--- src/rtl/bw_clk_cl_pkg.sv ---
// Shared encodings and parameter limits for the clock-cluster header.
package bw_clk_cl_pkg;

  localparam int NUM_CL_MIN     = 1;
  localparam int NUM_CL_MAX     = 8;
  localparam int SYNC_DEPTH_MIN = 2;
  localparam int SYNC_DEPTH_MAX = 4;
  localparam int STAGGER_MAX    = 15;

  localparam logic [1:0] ST_IDLE = 2'd0;
  localparam logic [1:0] ST_RUN  = 2'd1;
  localparam logic [1:0] ST_DONE = 2'd2;

  // Release counter must reach the last cluster's offset plus one saturation step.
  function automatic int rel_cnt_w(input int num_cl, input int stagger);
    return $clog2((num_cl - 1) * stagger + 2);
  endfunction

endpackage

--- src/rtl/bw_clk_cl_sync.sv ---
// Scan-muxed synchronizer chain with async clear; q is the last flop.
module bw_clk_cl_sync
  import bw_clk_cl_pkg::*;
#(
  parameter int DEPTH = SYNC_DEPTH_MIN
)(
  input  logic gclk,
  input  logic clr_l,
  input  logic d,
  input  logic si,
  input  logic se,
  output logic q
);

  logic [DEPTH-1:0] r_chain;
  logic             w_in;

  assign w_in = se ? si : d;

  always_ff @(posedge gclk or negedge clr_l) begin
    if (!clr_l) r_chain <= '0;
    else        r_chain <= {r_chain[DEPTH-2:0], w_in};
  end

  assign q = r_chain[DEPTH-1];

endmodule

--- src/rtl/bw_clk_cl_multi_hdr.sv ---
// Multi-cluster clock header: synchronized staggered reset release,
// per-cluster debug init and latch-based glitch-free clock gates.
module bw_clk_cl_multi_hdr
  import bw_clk_cl_pkg::*;
#(
  parameter int NUM_CL     = 4,
  parameter int SYNC_DEPTH = 2,
  parameter int STAGGER    = 2
)(
  input  logic              gclk,
  input  logic              arst_l,
  input  logic              grst_l,
  input  logic              adbginit_l,
  input  logic              gdbginit_l,
  input  logic [NUM_CL-1:0] cluster_cken,
  input  logic              si,
  input  logic              se,
  output logic [NUM_CL-1:0] rclk,
  output logic [NUM_CL-1:0] cluster_grst_l,
  output logic [NUM_CL-1:0] dbginit_l,
  output logic              so,
  output logic              rst_done
);

  localparam int LAST = (NUM_CL - 1) * STAGGER;
  localparam int CW   = rel_cnt_w(NUM_CL, STAGGER);

  if (NUM_CL < NUM_CL_MIN || NUM_CL > NUM_CL_MAX ||
      SYNC_DEPTH < SYNC_DEPTH_MIN || SYNC_DEPTH > SYNC_DEPTH_MAX ||
      STAGGER < 0 || STAGGER > STAGGER_MAX) begin : g_bad_param
    $error("bw_clk_cl_multi_hdr: parameter out of range");
  end

  logic              w_grst_sync;
  logic              w_dbg_sync;
  logic              w_dbg_clr_l;
  logic [1:0]        r_state;
  logic [CW-1:0]     r_cnt;
  logic [NUM_CL-1:0] r_cgrst;
  logic [NUM_CL-1:0] r_dbginit;
  logic              r_done;

  // The dbg chain also carries scan-out, so it must clear on the main reset too.
  assign w_dbg_clr_l = arst_l & adbginit_l;

  bw_clk_cl_sync #(.DEPTH(SYNC_DEPTH)) u_grst_sync (
    .gclk(gclk), .clr_l(arst_l), .d(grst_l), .si(si), .se(se), .q(w_grst_sync)
  );

  bw_clk_cl_sync #(.DEPTH(SYNC_DEPTH)) u_dbg_sync (
    .gclk(gclk), .clr_l(w_dbg_clr_l), .d(gdbginit_l), .si(w_grst_sync), .se(se), .q(w_dbg_sync)
  );

  always_ff @(posedge gclk or negedge arst_l) begin
    if (!arst_l) begin
      r_state <= ST_IDLE;
      r_cnt   <= '0;
    end else if (!se) begin
      if (!w_grst_sync) begin
        r_state <= ST_IDLE;
        r_cnt   <= '0;
      end else begin
        case (r_state)
          ST_IDLE: begin
            r_state <= ST_RUN;
            r_cnt   <= '0;
          end
          ST_RUN: begin
            if (r_cnt != CW'(LAST + 1)) r_cnt <= r_cnt + CW'(1);
            if (r_cnt == CW'(LAST))     r_state <= ST_DONE;
          end
          default: r_state <= ST_DONE;
        endcase
      end
    end
  end

  // Releases are decoded from the registered state, so an abort drops them one edge after IDLE.
  always_ff @(posedge gclk or negedge arst_l) begin
    if (!arst_l) begin
      r_cgrst <= '0;
      r_done  <= 1'b0;
    end else if (!se) begin
      for (int i = 0; i < NUM_CL; i++)
        r_cgrst[i] <= (r_state != ST_IDLE) && (r_cnt >= CW'(i * STAGGER));
      r_done <= (r_state != ST_IDLE) && (r_cnt >= CW'(LAST));
    end
  end

  always_ff @(posedge gclk or negedge adbginit_l) begin
    if (!adbginit_l) r_dbginit <= '0;
    else             r_dbginit <= r_cgrst & {NUM_CL{w_dbg_sync}};
  end

  for (genvar i = 0; i < NUM_CL; i++) begin : g_cl
    logic r_cken_lat;
    // Transparent while gclk is low so the enable can only change outside a pulse.
    always_latch begin
      if (!arst_l)    r_cken_lat <= 1'b1;
      else if (!gclk) r_cken_lat <= cluster_cken[i] | se;
    end
    assign rclk[i] = gclk & r_cken_lat;
  end

  assign cluster_grst_l = r_cgrst;
  assign dbginit_l      = r_dbginit;
  assign rst_done       = r_done;
  assign so             = w_dbg_sync;

endmodule
--- config.mk ---
export PLATFORM = sky130hd
export DESIGN_NAME = bw_clk_cl_multi_hdr
export DESIGN_NICKNAME = d
export VERILOG_FILES = /design/src/rtl/bw_clk_cl_pkg.sv /design/src/rtl/bw_clk_cl_sync.sv /design/src/rtl/bw_clk_cl_multi_hdr.sv
export SDC_FILE = /design/constraint.sdc
export NUM_CORES = 1
export LEC_CHECK = 0
export ABC_AREA = 1
export BUFFER_PORTS_ARGS = -buffer_cell sky130_fd_sc_hd__buf_2
export CORE_MARGIN = 8
export CORE_UTILIZATION = 53
export DETAILED_ROUTE_END_ITERATION = 10
export GPL_TIMING_DRIVEN = 0
export PLACE_DENSITY = 0.81
export SKIP_CTS_REPAIR_TIMING = 1
export SLEW_MARGIN = 10
export SYNTH_ARGS = -nofsm -noshare
export SYNTH_HDL_FRONTEND = slang
export SYNTH_SLANG_ARGS = --single-unit
--- constraint.sdc ---
create_clock -name gclk -period 4.1 [get_ports gclk]
set_clock_uncertainty 0.05 [all_clocks]
set_input_delay 0.41 -clock gclk [delete_from_list [all_inputs] [get_ports gclk]]
set_output_delay 0.41 -clock gclk [all_outputs]
set_load 0.02 [all_outputs]
==> flow_summary.rst <==
.. list-table::
   :header-rows: 1

   * - Metric
     - Value
   * - Critical path arrival
     - 3.20 ns
   * - RD Place Congestion
     - 0.831
   * - Hold Path Origin
     - arst_l
   * - Clock transition at the registers of the reported paths
     - 0.04 ns
   * - Result of the run
     - complete, but fails checks
   * - Path type of the worst setup path
     - latch -> out
   * - Area leader, netlist
     - dfrtp_1
   * - Area delta synth->final
     - 39.7%
   * - Initial standard-cell utilization of the core
     - 57.2%
   * - PD cells
     - 624 nW/um^2
   * - Overall routed net length
     - 2220 um
   * - Count of nets after finishing
     - 171
   * - Net count after synthesis
     - 120
   * - Remaining global-route overflow
     - 0
   * - Setup repair after global routing missed its margin
     - no
   * - Total count of max-transition violations in the final report
     - 0
   * - Number of global-route vias before repair
     - 1043
   * - Iter 0 DRT Violations
     - 29
   * - Hpwl dp
     - 1290 um
   * - Type of the worst min-delay path
     - in -> gate
   * - # rows
     - 14
   * - Area used by multi-input combinational logic
     - 317 um^2
   * - Clock latency of the later-clocked register in the worst-skew pair
     - 0.53 ns
   * - Count of buffers inserted at the top-level ports
     - 24
   * - Placeable core area
     - 1520 um^2
   * - Initial antenna violation count
     - 0
   * - Slowest cell delay on critical path
     - 0.30 ns
   * - TritonCTS clock tree
     - done
   * - CP Launch Point
     - g_cl[2].r_cken_lat
   * - Count of cell types in the netlist
     - 17
   * - Synth warn
     - 0
   * - DRC errors left
     - 0
   * - Die height
     - 56.6 um
   * - Hold Vio Cnt, Final
     - 1
   * - First-pass iteration count of the detailed router
     - 5
   * - Worst path slowest cell
     - dlxtp_1
   * - Violated checks
     - hold timing
   * - Pin count of the biggest net entering global routing
     - 18
   * - Post-synthesis area per instance
     - 8.23 um^2
   * - Share of post-route cells with drive strength above 1
     - 34.4%
   * - Top cell family by delay on the critical path
     - latches
   * - Count of vias placed by the detailed router
     - 876
   * - Wire length of the first global-routing pass
     - 4510 um
   * - Required arrival time at the worst endpoint
     - 3.64 ns
   * - Synthesized instance count
     - 106
   * - DP Worst Slack
     - 1.08 ns
   * - FF+latch area
     - 485 um^2
   * - Maximum vdd ir drop
     - 474 uV
   * - Area of the die
     - 3200 um^2
   * - CP Cell Sequence
     - nand2_1, inv_1, buf_2
   * - Antenna Diode Count
     - 0
   * - Minimum hold slack
     - -0.0117 ns
   * - Top cells by area, synth
     - dfrtp_1, nand2_1, dlxtp_1, inv_1, nand3_1
   * - DR WL/cell
     - 12.8 um
   * - Leakage
     - 0.761 nW
   * - Vias/cell
     - 5.06
   * - Number of failing setup endpoints in the final timing report
     - 0
   * - Width of the die
     - 56.6 um
   * - GR Util All Layers
     - 18.0%
   * - Number of filler instances in the final layout
     - 113
   * - Number of top-level pins
     - 25
   * - Fraction of synthesized cell area taken by the top area cell type
     - 48.8%
   * - Critical Path Start Type
     - latch
   * - Kind of capture point of the worst setup path
     - primary output
   * - R2r startpoint
     - r_cnt[1]
   * - Final ANT Viol Nets
     - 0
   * - Worst-path maximum fanout
     - 1
   * - Final worst slack
     - 0.441 ns
   * - Post-synthesis instance area
     - 872 um^2
   * - Max_cap viols
     - 0
   * - #FFs+latches synth
     - 21
   * - TNS Setup
     - 0 ns
   * - Slew headroom
     - 77.4%
   * - Bufs and invs on worst path
     - 2
   * - Worst-Margin Slew
     - 0.340 ns
==> cells in the mapped netlist <==
cell type  count
buf_4          1
o21ai_0        1
buf_2          1
nor2_2         2
nor3_1         1
nand2_1       39
nand2_2        2
dlxtp_1        4
nand3_1        9
inv_1         14
nor2_1         8
or2_1          1
dfrtp_1       17
clkinv_2       1
ha_1           3
nor2_4         1
o21ai_1        1
==> report_power, final <==
part / switching (mW) / total [mW] / internal, mW / leakage, nW
combinational: 0.0459 / 0.0730 / 0.0271 / 0.342
sequential: 0.0149 / 0.213 / 0.198 / 0.260
clock: 0.214 / 0.474 / 0.260 / 0.159
==> tightest hold or removal path: cells and delay by family <==
family,cells,cell delay (ns)
buffers and inverters,4,1.93
==> routing by layer <==
metal,vias up,track usage [%],wire length (um)
met5,-,0,0
met4,0,17.5,72
met3,14,16.4,241
met2,48,21.0,1060
met1,398,18.0,847
li1,416,-,-
==> stage by stage <==
step,hold slack [ns],util (%),power [mW],cells,cell area [um^2]
2_1_floorplan,-1.69,-,0.343,106,872
3_3_place_gp,-1.47,66.4,0.394,146,1010
3_5_place_dp,-1.46,66.4,0.397,146,1010
4_1_cts,-1.73,77.3,0.766,169,1180
5_1_grt,0.0113,80.0,0.832,173,1220
6_report,-0.0117,80.0,0.760,173,1220
==> final cells by class <==
class | count | share of cell area, %
plain buffers | 2 | 1.03
clock buffers | 27 | 15.3
clock inverters | 4 | 1.23
inverters | 11 | 3.49
multi-input cells | 68 | 26.0
flip-flops and latches | 21 | 39.8
well taps | 16 | 1.64
repair buffers | 24 | 11.5
==> flip-flops by register name, indices dropped and copies added (netlist names) <==
| signal | flops |
|---|---|
| r_cnt | 3 |
| u_dbg_sync.r_chain | 2 |
| r_state | 2 |
| cluster_grst_l | 4 |
| u_grst_sync.r_chain | 2 |
| g_cl.r_cken_lat | 4 |
| dbginit_l | 4 |
==> logic make-up after synthesis <==
kind of cell	count (synthesis)	share of synthesized area, %
AO/OA/AOI/OAI	2	1.15
adder cells (fa/ha/maj)	3	4.30
buffers and inverters	17	8.03
flip-flops	17	48.8
latches	4	6.89
AND/OR/NAND/NOR	63	30.8
==> worst paths after layout <==
kind,end,slack [ns],cells after the start
hold / removal,clock gate,-0.01,4
setup reg to reg,r_cnt[2],2.60,7
max in group gated,clock gate,1.89,4
hold reg to reg,u_dbg_sync.r_chain[1],0.31,0
min in group asynchronous,dbginit_l[2],0.17,2
max in group asynchronous,u_dbg_sync.r_chain[0],2.85,5
min in group gclk,u_grst_sync.r_chain[0],0.02,3
setup / recovery,rclk[2],0.44,3
==> placed cells by master (no fill, tap or decap) <==
master and n:
buf_2 25, buf_4 1, clkbuf_1 1, clkbuf_2 1, clkbuf_4 21, clkinv_2 1
dfrtp_1 17, dlxtp_1 4, dlygate4sd3_1 4, ha_1 3, inv_1 14, nand2_1 39
nand2_2 2, nand3_1 9, nor2_1 8, nor2_2 2, nor2_4 1, nor3_1 1
o21ai_0 1, o21ai_1 1, or2_1 1
Note: power is estimated with default switching activity, not from simulation.
